[src/rtl/if_stage.sv]
// Instruction-fetch stage: program counter, ROM chip enable/address, and the
// IF/ID pipeline register feeding decode.
module if_stage #(
  parameter logic [31:0] RESET_PC = 32'h0000_0000
) (
  input  logic        clk,
  input  logic        rst,
  input  logic [5:0]  stall,
  input  logic        flush,
  input  logic [31:0] new_pc,
  input  logic        branch_flag_i,
  input  logic [31:0] branch_target_i,
  input  logic [31:0] inst_i,
  output logic [31:0] pc_o,
  output logic        ce_o,
  output logic [31:0] id_pc_o,
  output logic [31:0] id_inst_o,
  output logic        id_adel_o
);

  logic adel;
  logic unused_stall;

  // Bits 5:3 belong to later stages.
  assign unused_stall = ^stall[5:3];

  assign adel = ce_o & (pc_o[1:0] != 2'b00);

  always_ff @(posedge clk or posedge rst) begin
    if (rst) begin
      ce_o <= 1'b0;
    end else begin
      ce_o <= 1'b1;
    end
  end

  always_ff @(posedge clk or posedge rst) begin
    if (rst) begin
      pc_o <= '0;
    end else if (!ce_o) begin
      pc_o <= RESET_PC;
    end else if (flush) begin
      pc_o <= new_pc;
    end else if (stall[0]) begin
      pc_o <= pc_o;
    end else if (branch_flag_i) begin
      pc_o <= branch_target_i;
    end else begin
      pc_o <= pc_o + 32'd4;
    end
  end

  // A misaligned fetch is turned into a nop tagged with the adel flag.
  always_ff @(posedge clk or posedge rst) begin
    if (rst) begin
      id_pc_o   <= '0;
      id_inst_o <= '0;
      id_adel_o <= 1'b0;
    end else if (flush || (stall[1] && !stall[2])) begin
      id_pc_o   <= '0;
      id_inst_o <= '0;
      id_adel_o <= 1'b0;
    end else if (!stall[1]) begin
      id_pc_o   <= pc_o;
      id_inst_o <= adel ? '0 : inst_i;
      id_adel_o <= adel;
    end
  end

endmodule

[config.mk]
export PLATFORM = sky130hd
export DESIGN_NAME = if_stage
export DESIGN_NICKNAME = d
export VERILOG_FILES = /design/src/rtl/if_stage.sv
export SDC_FILE = /design/constraint.sdc
export NUM_CORES = 1
export LEC_CHECK = 0
export CORE_MARGIN = 2
export CORE_UTILIZATION = 30
export CTS_CLUSTER_DIAMETER = 200
export DETAILED_ROUTE_END_ITERATION = 12
export PLACE_DENSITY = 0.63
export SETUP_SLACK_MARGIN = 0.1
export SYNTH_ARGS = -nofsm -noshare
export SYNTH_HDL_FRONTEND = slang
export SYNTH_SLANG_ARGS = --single-unit
[constraint.sdc]
create_clock -name clk -period 3.8 [get_ports clk]
set_input_delay 0.76 -clock clk [delete_from_list [all_inputs] [get_ports clk]]
set_output_delay 0.76 -clock clk [all_outputs]
set_load 0.02 [all_outputs]
### Word level (Yosys, flattened, before mapping)

Index checks and enable logic that the tools add are counted.

* shift-type cells: 0
* add/sub/neg operators: 1
* equality and inequality tests: 2
* magnitude comparators: 0
* bitwise operators: 1
* multiply operators: 0
* muxes and demuxes: 11
* reductions and logical operators: 4
* divide/modulo/power cells: 0

Operator list (number)
* two-way mux 32 bit: 9
* adder 32 x 3 -> 32 bit, second input constant: 1
* inequality test 3 bit, second input constant: 1
* two-way mux 1 bit: 2
* inequality test 2 x 1 -> 1 bit, second input constant: 1
* nonzero test 2 bit: 1
* bitwise AND 1 bit: 1
* logical AND 1 bit: 1
* logical NOT 1 bit: 1
* logical OR 1 bit: 1

* bits in writable memories: 0
* logic and storage cells: 24
* register bits: 98
* bits in latches: 0
* input port bits: 106
* memories kept: 0
* output and inout bits: 98
* bits in read-only memories: 0

### Depth between registers and ports, before layout

Gate-level depths: netlist of the first run.

* word-level depth: 5
* depth in mapped cells: 7
* gate-level depth less buffers: 6

### Least setup slack after synthesis of the first run

Ideal clock, no wire load.

* kind: input-to-reg
* start point: input port branch_flag_i
* end point: register pc_o[7]
* data required time: 3.669 ns
* cell stages on the path: 7
* path buffers: 2
* library setup time: 0.131 ns
* slack: 1.798 ns
* arrival: 1.871 ns
* path through: buf_2 > buf_2 > or3b_2 > o2111ai_1 > a21oi_1 > o21ai_0 > o21ai_0

* word-level cells in the longest chain between the ends: 4

Ends and longest elaborated chain
* start, declared: RTL line 11 `input logic branch_flag_i,`
* two-way mux 32 bit: RTL line 46 `end else if (branch_flag_i) begin`
* two-way mux 32 bit: RTL line 44 `end else if (stall[0]) begin`
* two-way mux 32 bit: RTL line 42 `end else if (flush) begin`
* two-way mux 32 bit: RTL line 40 `end else if (!ce_o) begin`
* end signal, assigned: RTL line 43 `pc_o <= new_pc;`
* end signal, assigned: RTL line 45 `pc_o <= pc_o;`
* end signal, assigned: RTL line 47 `pc_o <= branch_target_i;`
* end, declared: RTL line 14 `output logic [31:0] pc_o,`

No other way between the ends. The select of a mux whose other input is x is not followed.
A chain may end at the register's enable or synchronous reset.

### Final worst setup path of the first run

* start point: input port flush
* end point: register pc_o[28]

* word-level cells in the longest chain between the ends: 2
* elaborated cells between the ends (all ways): 3
* those cells by class: eq/ne: 1; mux: 2

Ends and longest elaborated chain
* start, declared: RTL line 9 `input logic flush,`
* two-way mux 32 bit: RTL line 42
* two-way mux 32 bit: RTL line 40

Several ways; a longest one is shown, not always the timed one.

==> summary.txt, run 1 <==
Floorplan
  – Die Area: 16,900 um2
  – # rows: 46
  – Total core area: 15,700 um2
  – Chip Height: 130 um
  – Die W: 130 um
  – Io pins: 204
  – Initial core utilization: 0.304

Routing
  – Post-DRT Antenna Nets: 0
  – Routed vias/inst: 5.25
  – Pre-antenna DRT Iters: 4
  – DRC viols: 0
  – Final wirelength: 16.1 mm
  – Vias post-DR: 4,528
  – Initial DRC Count: between 200 and 300
  – Wire per inst: 18.7 um

Finish
  – Nets: between 700 and 800
  – Fraction of layout cells with a size suffix above 1: 0.0743
  – Fillers: 1,461
  – P&R area growth vs syn: 53.7%
  – Antenna diodes: 0

Timing
  – F_max: 0.373 GHz
  – RSZ-0062 raised after global routing: false
  – Setup tns final: 0 ns
  – Worst hold slack: 0.506 ns
  – Min cycle time layout: 2.68 ns
  – Count of final max-slew check failures: 0
  – Final Setup Violations: 0
  – Final period utilization: 0.705
  – Relative slew margins: 0.470
  – Clk_skew: 0.00898 ns
  – Worst-Margin Slew: 0.795 ns
  – PnR worst setup slack: 1.12 ns
  – Fin. Hold Viols: 0

Synth
  – Mapped Area: 4770 um2
  – Async SR Flop Fraction: 1.00
  – Most common flop cell mapped by yosys: dfrtp_1
  – Avg Cell Area, Syn: 10.6 um2
  – Syn nets: 559
  – Number of synthesized flops with an enable pin: 0
  – Ys Warns: 0
  – Cell count after synthesis: 452
  – Sequential fraction of the synthesis area: 0.514
  – #FFs+latches synth: 98
  – Synth unique cells: 51

CTS
  – CTS tree: yes
  – Worst-path clk slew: 0.07 ns
  – Post-CTS Hold Buffers: 0
  – CTS root buffer: clkbuf_16
  – Clock sink count: 98
  – H-tree levels: 3
  – Clock Tree Buf Depth: 2
  – Postcts setup bufs: 0
  – Post-CTS resize count: 0
  – CTS buffer count: 9
  – Worst skew pair latency: 0.34 ns

Place
  – Post-placement worst setup slack: around 0.79 ns
  – DP HPWL: 11.5 mm
  – Port buffer count: 200
  – GPL Wtd Cong: 0.802

Global route
  – Vias in the first global route: roughly 4,600
  – Gr ovfl total: 0
  – Initial antenna violation count: 0
  – First-pass GRT wire length: 24.9 mm
  – Pin count of the biggest net entering global routing: 51
  – Global Route Usage Sum: 0.190

Run status
  – Status: completed

Critical path
  – Crit path max-delay family: simple AND/OR/NAND/NOR gates
  – Critical-path cell list: clkdlybuf4s50_1 -> nand2b_1 -> nand2_1 -> or3_1 -> or3_1 -> nand3_1
  – Setup CP Type: in -> reg
  – CP Depth: 6
  – FF-to-FF path depth: 5
  – Crit. End Element: flop
  – CP most frequent cell: or3_1
  – Slowest-stage cell, CP: clkdlybuf4s50_1
  – Crit path DAT: 2.95 ns
  – CP peak stage delay: 0.60 ns
  – Worst EP required: between 4 and 5 ns
  – Buf+Inv Stages, Crit Path: 1
  – Startpoint types: primary input
  – Critical Path Fanout Max: 10

Power and ir drop
  – Power per Cell Area: 369 nW/um2
  – Final Total Pwr: around 2.7 mW
  – Leakage Power: between 3 and 4 nW
  – VDD IR-drop max: between 0.15 and 0.2 mV

Hold path
  – Hold depth: 1
  – Hold crit path type: reg -> reg

Job
  – Number of max-cap violations: 0
-- state kept, by name, indices dropped and copies added, names as in the netlist --
| signal | flops |
|---|---|
| pc_o | 32 |
| ce_o | 1 |
| id_adel_o | 1 |
| id_pc_o | 32 |
| id_inst_o | 32 |
-- per-stage QoR --
stage / std cells / cell area [um2] / utilization
detailed placement: 846 / 7030 / 0.447
CTS: 862 / 7330 / 0.467
global route: 862 / 7330 / 0.467
finish: 862 / 7330 / 0.467
floorplan: 452 / 4770 / -
global placement: 846 / 7030 / 0.447
-- cell usage in the layout (no fill, tap or decap), types with 3 or more instances in the layout --
master	n
clkdlybuf4s50_1	200
dfrtp_1	98
a22o_1	67
o21ai_0	30
nor2_1	29
inv_1	17
a21oi_1	16
nand3_1	14
nand2_1	13
o22ai_1	11
o2bb2ai_1	10
nand4_1	9
clkbuf_16	9
buf_4	9
and3_1	8
o2111ai_1	8
or3b_2	7
and2_1	6
o221ai_1	6
a22oi_1	5
o31ai_1	5
mux2i_1	4
and4_1	4
o21ai_1	4
a31oi_1	4
nand2b_1	3
o211ai_1	3
nor2b_1	3
a211oi_1	3
clkinvlp_4	3
-- report_power, final --
part | switching, mW | internal [mW]
Combinational | 0.270 | 0.291
Clock | 0.413 | 0.529
Sequential | 0.0932 | 1.11
Total | 0.776 | 1.93
-- routing by layer --
layer,part of all wire,global-route usage
met5,0,0
met4,0.018,0.0715
met3,0.069,0.0414
met2,0.47,0.319
met1,0.44,0.241
-- synthesized netlist by cell type, types with 2 or more instances --
library cell	count	area (um2)
and4_1	4	35.0
inv_1	18	67.6
o211a_1	2	20.0
o21ai_1	4	20.0
a41oi_1	2	17.5
buf_2	9	45.0
o31ai_1	5	37.5
o2bb2ai_1	10	87.6
nand3_1	14	70.1
and2_1	6	37.5
nand2_1	13	48.8
a22o_1	67	587
nor2_1	30	113
nand4_1	9	56.3
or3b_1	2	17.5
a211oi_1	3	22.5
o211ai_1	3	22.5
o21ai_0	30	150
nand4_4	2	42.5
dfrtp_1	98	2450
nor3_4	2	32.5
mux2i_1	4	40.0
clkbuf_1	21	78.8
or3_1	2	12.5
a22oi_1	5	37.5
o22ai_1	11	68.8
a31oi_1	4	25.0
nor2b_1	3	18.8
nand2b_1	3	18.8
or4_1	2	15.0
o2111ai_1	8	70.1
and3_1	9	56.3
or3b_2	7	61.3
o221ai_1	6	52.6
buf_1	3	11.3
a21oi_1	16	80.1
-- area by class of cell --
type	count	area, um2	share of cell area
multi-input combinational	302	2120	0.289
tap	216	270	0.0369
sequential	98	2450	0.334
timing repair buffer	211	2110	0.288
inverter	19	73.8	0.0101
clock buffer	10	239	0.0326
clock inverter	6	66.3	0.00904
-- worst paths after layout --
kind | slack, ns | to | startpoint
hold reg to reg | 0.51 | id_pc_o[25] | id_pc_o[25]
max in group asynchronous | 2.21 | pc_o[24] | rst
setup / recovery | 1.12 | pc_o[28] | flush
setup reg to reg | 1.41 | pc_o[31] | ce_o
min in group asynchronous | 0.86 | id_inst_o[1] | rst
hold / removal | 0.51 | id_pc_o[25] | id_pc_o[25]
-- kinds of logic after synthesis --
kind of cell               count (synthesis)  share of synthesized area
and+or+nand+nor                          116                      0.152
AOI/OAI and AO/OA                        180                      0.279
other                                      1                   0.000786
adders and majority gates                  1                    0.00262
buffers and inverters                     52                     0.0433
muxes                                      4                    0.00839
DFF                                       98                      0.514
No activity file was read; power rests on OpenSTA's default activity.
==> inputs of run 2 (changes only) <==
==> constraint.sdc (replaced) <==
create_clock -name clk -period 2.6 [get_ports clk]
set_input_delay 0.52 -clock clk [delete_from_list [all_inputs] [get_ports clk]]
set_output_delay 0.52 -clock clk [all_outputs]
set_load 0.02 [all_outputs]
==> run 2 against run 1 <==
Compared with the run above: clock power is 62% higher; sequential share of layout area decreased by 0.73 points; wire length is 0.71% higher.
==> summary.txt, run 2 (synthesis gave the netlist of run 1 again) <==
Floorplan
  – Initial core utilization: 0.304
  – Die Area: 16,900 um2
  – Total core area: 15,700 um2
  – # rows: 46
  – Chip Height: 130 um
  – Io pins: 204
  – Die W: 130 um

Timing
  – Relative slew margins: 0.564
  – F_max: 0.461 GHz
  – RSZ-0062 raised after global routing: false
  – Final period utilization: 0.834
  – Fin. Hold Viols: 0
  – Count of final max-slew check failures: 0
  – Clk_skew: 0.0161 ns
  – Setup tns final: 0 ns
  – Worst-Margin Slew: 0.652 ns
  – Final Setup Violations: 0
  – Min cycle time layout: 2.17 ns

Job
  – Number of max-cap violations: 0

Place
  – GPL Wtd Cong: a little over 0.8
  – Port buffer count: 200
  – DP HPWL: approximately 12 mm

Finish
  – Commonest non-fill, non-tap cell in the layout: clkdlybuf4s50_1
  – Antenna diodes: 0
  – P&R area growth vs syn: 57.1%
  – Most frequent cells in the layout: clkdlybuf4s50_1, dfrtp_1, a22o_1
  – Top flop regs: id_inst_o (32), id_pc_o (32), pc_o (32)
  – Final Core Density: 0.477
  – Nets: 764
  – Fraction of layout cells with a size suffix above 1: 0.0937

Routing
  – Post-DRT Antenna Nets: 0
  – Vias post-DR: 4,585
  – Final wirelength: 16.2 mm
  – Routed vias/inst: around 5.2
  – Pre-antenna DRT Iters: 4
  – Wire per inst: 18.5 um
  – DRC viols: 0
  – Initial DRC Count: 296

Hold path
  – Worst Hold Launch: id_inst_o[13]
  – WHS Endpoint: id_inst_o[13]
  – Hold crit path type: reg -> reg
  – Hold depth: 1

Global route
  – Pin count of the biggest net entering global routing: 66
  – Initial antenna violation count: 0
  – Vias in the first global route: around 4,600
  – Gr ovfl total: 0
  – Global Route Usage Sum: 0.191
  – First-pass GRT wire length: 24.9 mm

Critical path
  – Critical Path Fanout Max: 10
  – Critical-path cell list: clkdlybuf4s50_1 -> nand2b_1 -> o22ai_1 -> or3_1 -> or3_1 -> nand3_1
  – R2r setup slk: between 0.5 and 0.6 ns
  – R2R Path Start: pc_o[3]
  – CP peak stage delay: slightly below 0.6 ns
  – Reg2reg end: pc_o[30]
  – Worst EP required: 2.88 ns
  – Crit. End Element: flop
  – Slowest-stage cell, CP: clkdlybuf4s50_1
  – FF-to-FF path depth: 6
  – Startpoint types: primary input
  – Setup CP Type: in -> reg
  – Crit path DAT: 2.45 ns
  – CP most frequent cell: or3_1

CTS
  – Post-CTS resize count: 0
  – Worst skew pair latency: 0.35 ns
  – Post-CTS Hold Buffers: 0
  – H-tree levels: 3
  – CTS root buffer: clkbuf_16
  – Postcts setup bufs: 0
  – CTS buffer count: 9
  – Worst-path clk slew: 0.07 ns
  – CTS tree: yes
  – Clock sink count: 98
  – Clock Tree Buf Depth: 2

Power and ir drop
  – Clk pwr share: 0.369
  – Combinational fraction of design power: 0.210
  – Internal power: between 3 and 4 mW
  – VDD IR-drop max: 0.287 mV
  – Share of power burned in registers: 0.421
  – Power per Cell Area: 552 nW/um2
  – Leakage Power: 3.17 nW
  – Psw: 1.13 mW
  – Sw Ratio: 0.272

Run status
  – Status: completed
run 2: cell count changes in the layout (fill, tap and decap cells not counted):
cell / previous run / this run
buf_4: 9 / 24
bufinv_16: 1 / 3
clkbuf_1: 0 / 2
buf_12: 2 / 3
clkbuf_8: 1 / 0
clkinv_4: 1 / 0
clkinvlp_4: 3 / 2
inv_4: 1 / 0
run 2: metrics by stage:
stage	worst slack, ns	power [mW]	cell area [um2]	cells	hold slack (ns)
3_5_place_dp	0.0610	2.64	7160	862	0.490
2_1_floorplan	0.725	2.13	4780	452	0.593
3_3_place_gp	0.0485	2.62	7160	862	0.487
6_report	0.430	4.14	7500	878	0.504
5_1_grt	0.340	4.32	7500	878	0.515
4_1_cts	0.427	4.19	7500	878	0.508
run 2: layout make-up:
type                    count  area, um2
repair buffers            227       2240
clock buffers              11        233
multi-input cells         302       2120
clock inverters             5        103
flip-flops and latches     98       2450
inverters                  19       75.1
fillers                  1430       8220
well taps                 216        270
run 2: worst max-delay path by stage:
| stage | startpoint | depth (start not counted) | slack [ns] | endpoint |
|---|---|---|---|---|
| global placement | flush | 6 | 0.05 | pc_o[28] |
| detailed placement | flush | 6 | 0.06 | pc_o[28] |
| global route | flush | 6 | 0.34 | pc_o[28] |
| finish | flush | 6 | 0.43 | pc_o[28] |
| CTS | flush | 6 | 0.43 | pc_o[28] |
| floorplan | pc_o[2] | 6 | 0.73 | pc_o[30] |
run 2: worst max-delay path: cells and delay by family:
family | cells | cell delay [ns]
compound gates | 1 | 0.17
buf+inv | 1 | 0.59
simple gates | 4 | 1.17
run 2: power groups by stage:
| stage | Combinational, mW | Clock, mW | Sequential (mW) |
|---|---|---|---|
| CTS | 0.878 | 1.57 | 1.74 |
| global placement | 0.860 | 0 | 1.76 |
| global route | 0.937 | 1.63 | 1.76 |
| detailed placement | 0.874 | 0 | 1.77 |
| finish | 0.869 | 1.53 | 1.74 |
| floorplan | 0.266 | 0 | 1.87 |
run 2: layer usage:
metal,up-vias,routed length [um],GRT usage
li1,2147,-,-
met1,2225,7160,0.248
met2,188,7640,0.312
met3,25,1100,0.0410
met4,0,323,0.0753
met5,-,0,0
==> inputs of run 3 (changes only) <==
--- a/config.mk
+++ b/config.mk
@@ -9,7 +9,7 @@
 export CORE_UTILIZATION = 30
 export CTS_CLUSTER_DIAMETER = 200
 export DETAILED_ROUTE_END_ITERATION = 12
-export PLACE_DENSITY = 0.63
+export PLACE_DENSITY = 0.65
 export SETUP_SLACK_MARGIN = 0.1
 export SYNTH_ARGS = -nofsm -noshare
 export SYNTH_HDL_FRONTEND = slang
==> constraint.sdc (replaced) <==
create_clock -name clk -period 1.88 [get_ports clk]
set_input_delay 0.376 -clock clk [delete_from_list [all_inputs] [get_ports clk]]
set_output_delay 0.376 -clock clk [all_outputs]
set_load 0.02 [all_outputs]
==> run 3 against run 2 <==
Compared with the run above: sequential share of layout area fell by 1.2 points; design area up 4.0%; worst setup slack got worse by 0.29 ns; cell count rose by 4.7%; register-to-register slack got worse by 0.35 ns; worst hold slack worse by 0.036 ns; count of clock-buffer cells in the layout rose by 2.
==> summary.txt, run 3 (synthesis gave the netlist of run 1 again) <==
Place
  – DP HPWL: 12.4 mm
  – GPL Wtd Cong: 0.854
  – Post-placement worst setup slack: -0.289 ns
  – Port buffer count: 200
  – Placed Cells: approximately 900

Finish
  – P&R area growth vs syn: 63.3%
  – Non-filler cells, final: 919
  – Fillers: 1,442
  – Commonest non-fill, non-tap cell in the layout: clkdlybuf4s50_1
  – Fraction of layout cells with a size suffix above 1: 0.158
  – Antenna diodes: 0
  – Nets: ~800
  – Top flop regs: id_inst_o (32), id_pc_o (32), pc_o (32)
  – Most frequent cells in the layout: clkdlybuf4s50_1, dfrtp_1, a22o_1
  – Final Core Density: 0.496

CTS
  – Clock sink count: 98
  – Post-CTS Hold Buffers: 0
  – Worst skew pair latency: 0.35 ns
  – CTS buffer count: 9
  – Clock Tree Buf Depth: 2
  – H-tree levels: 3
  – CTS tree: yes
  – Worst-path clk slew: about 0.070 ns
  – CTS root buffer: clkbuf_16

Timing
  – Final Setup Violations: 0
  – Worst-Margin Slew: 0.523 ns
  – Final period utilization: 0.924
  – F_max: approximately 0.58 GHz
  – Clk_skew: 0.0104 ns
  – Relative slew margins: 0.651
  – RSZ-0062 raised after global routing: true
  – Count of final max-slew check failures: 0
  – Min cycle time layout: 1.74 ns
  – Fin. Hold Viols: 0
  – PnR worst setup slack: 0.143 ns

Routing
  – Initial DRC Count: between 200 and 300
  – Final wirelength: 16.6 mm
  – Post-DRT Antenna Nets: 0
  – DRC viols: 0
  – Wire per inst: 18.1 um
  – Pre-antenna DRT Iters: 4
  – Vias post-DR: 4,773
  – Routed vias/inst: 5.19

Power and ir drop
  – Final Total Pwr: 5.42 mW
  – Leakage Power: roughly 3.5 nW
  – Power per Cell Area: just under 700 nW/um2
  – VDD IR-drop max: 0.492 mV

Global route
  – Global Route Usage Sum: 0.196
  – Gr ovfl total: 0
  – Vias in the first global route: ~4,800
  – First-pass GRT wire length: 25.7 mm
  – Pin count of the biggest net entering global routing: just under 60
  – Initial antenna violation count: 0

Critical path
  – CP Depth: 1
  – Crit path DAT: 1.36 ns
  – Crit. End Element: primary output
  – R2r setup slk: 0.18 ns
  – Buf+Inv Stages, Crit Path: 1
  – Slowest-stage cell, CP: clkdlybuf4s50_1
  – R2R Path Start: pc_o[2]
  – Critical Path Source: pc_o[1]
  – Startpoint types: flop
  – Worst setup path endpoint: pc_o[1]
  – Reg2reg end: pc_o[25]
  – CP peak stage delay: ~0.63 ns
  – Crit path max-delay family: buffers and inverters
  – FF-to-FF path depth: 7
  – Setup CP Type: reg -> out
  – Critical-path cell list: clkdlybuf4s50_1
  – Worst EP required: 1.50 ns
  – Critical Path Fanout Max: 4

Floorplan
  – Total core area: 15,700 um2
  – Die W: 130 um
  – Initial core utilization: 0.304
  – # rows: 46
  – Die Area: roughly 17,000 um2
  – Io pins: 204
  – Chip Height: ~130 um

Job
  – Number of max-cap violations: 0

Run status
  – Status: completed

Hold path
  – Hold crit path type: in -> async
[run 3: changes by cell type in the layout (fill, tap and decap cells not counted), moves of 3 or more]
| cell | change |
|---|---|
| dfrtp_1 | -3 |
| bufinv_16 | -3 |
| buf_4 | +38 |
| dlygate4sd2_1 | +31 |
| clkdlybuf4s50_1 | -32 |
| dfrtp_2 | +3 |
[run 3: routing by layer]
layer	share of wire	GRT usage
met1	0.45	0.261
met5	0	0
met3	0.060	0.0353
met4	0.021	0.0765
met2	0.47	0.319
[run 3: power breakdown]
part	switching, mW	internal (mW)	total (mW)
clock network	0.794	0.965	1.76
logic	0.649	0.650	1.30
registers	0.120	2.24	2.36
[run 3: worst min-delay path by stage]
stage / from / to / slack (ns) / cells after the start
global placement: id_inst_o[22] / id_inst_o[22] / 0.49 / 1
finish: rst / id_pc_o[27] / 0.47 / 3
detailed placement: id_adel_o / id_adel_o / 0.49 / 2
CTS: rst / pc_o[20] / 0.49 / 3
floorplan: stall[1] / id_adel_o / 0.47 / 1
global route: rst / id_pc_o[27] / 0.51 / 3
[run 3: cell type report]
class / count / area (um2) / share of cell area
Sequential cell: 98 / 2460 / 0.315
Timing Repair Buffer: 268 / 2540 / 0.326
Tap cell: 216 / 270 / 0.0347
Multi-Input combinational cell: 302 / 2180 / 0.279
Clock inverter: 3 / 15.0 / 0.00193
Inverter: 19 / 75.1 / 0.00963
Clock buffer: 13 / 260 / 0.0334
[run 3: what timing repair did]
item	CTS	global route
setup buffers	0	1
pin swaps	0	2
endpoints found under the setup margin	36	44
resized for setup	34	8
[run 3: stage by stage]
| stage | TNS, ns | hold WS, ns | instance area, um2 |
|---|---|---|---|
| CTS | 0 | 0.490 | 7750 |
| floorplan | 0 | 0.473 | 4780 |
| global route | 0 | 0.507 | 7790 |
| detailed placement | -18.31 | 0.488 | 7490 |
| global placement | -15.69 | 0.486 | 7490 |
| finish | 0 | 0.469 | 7790 |
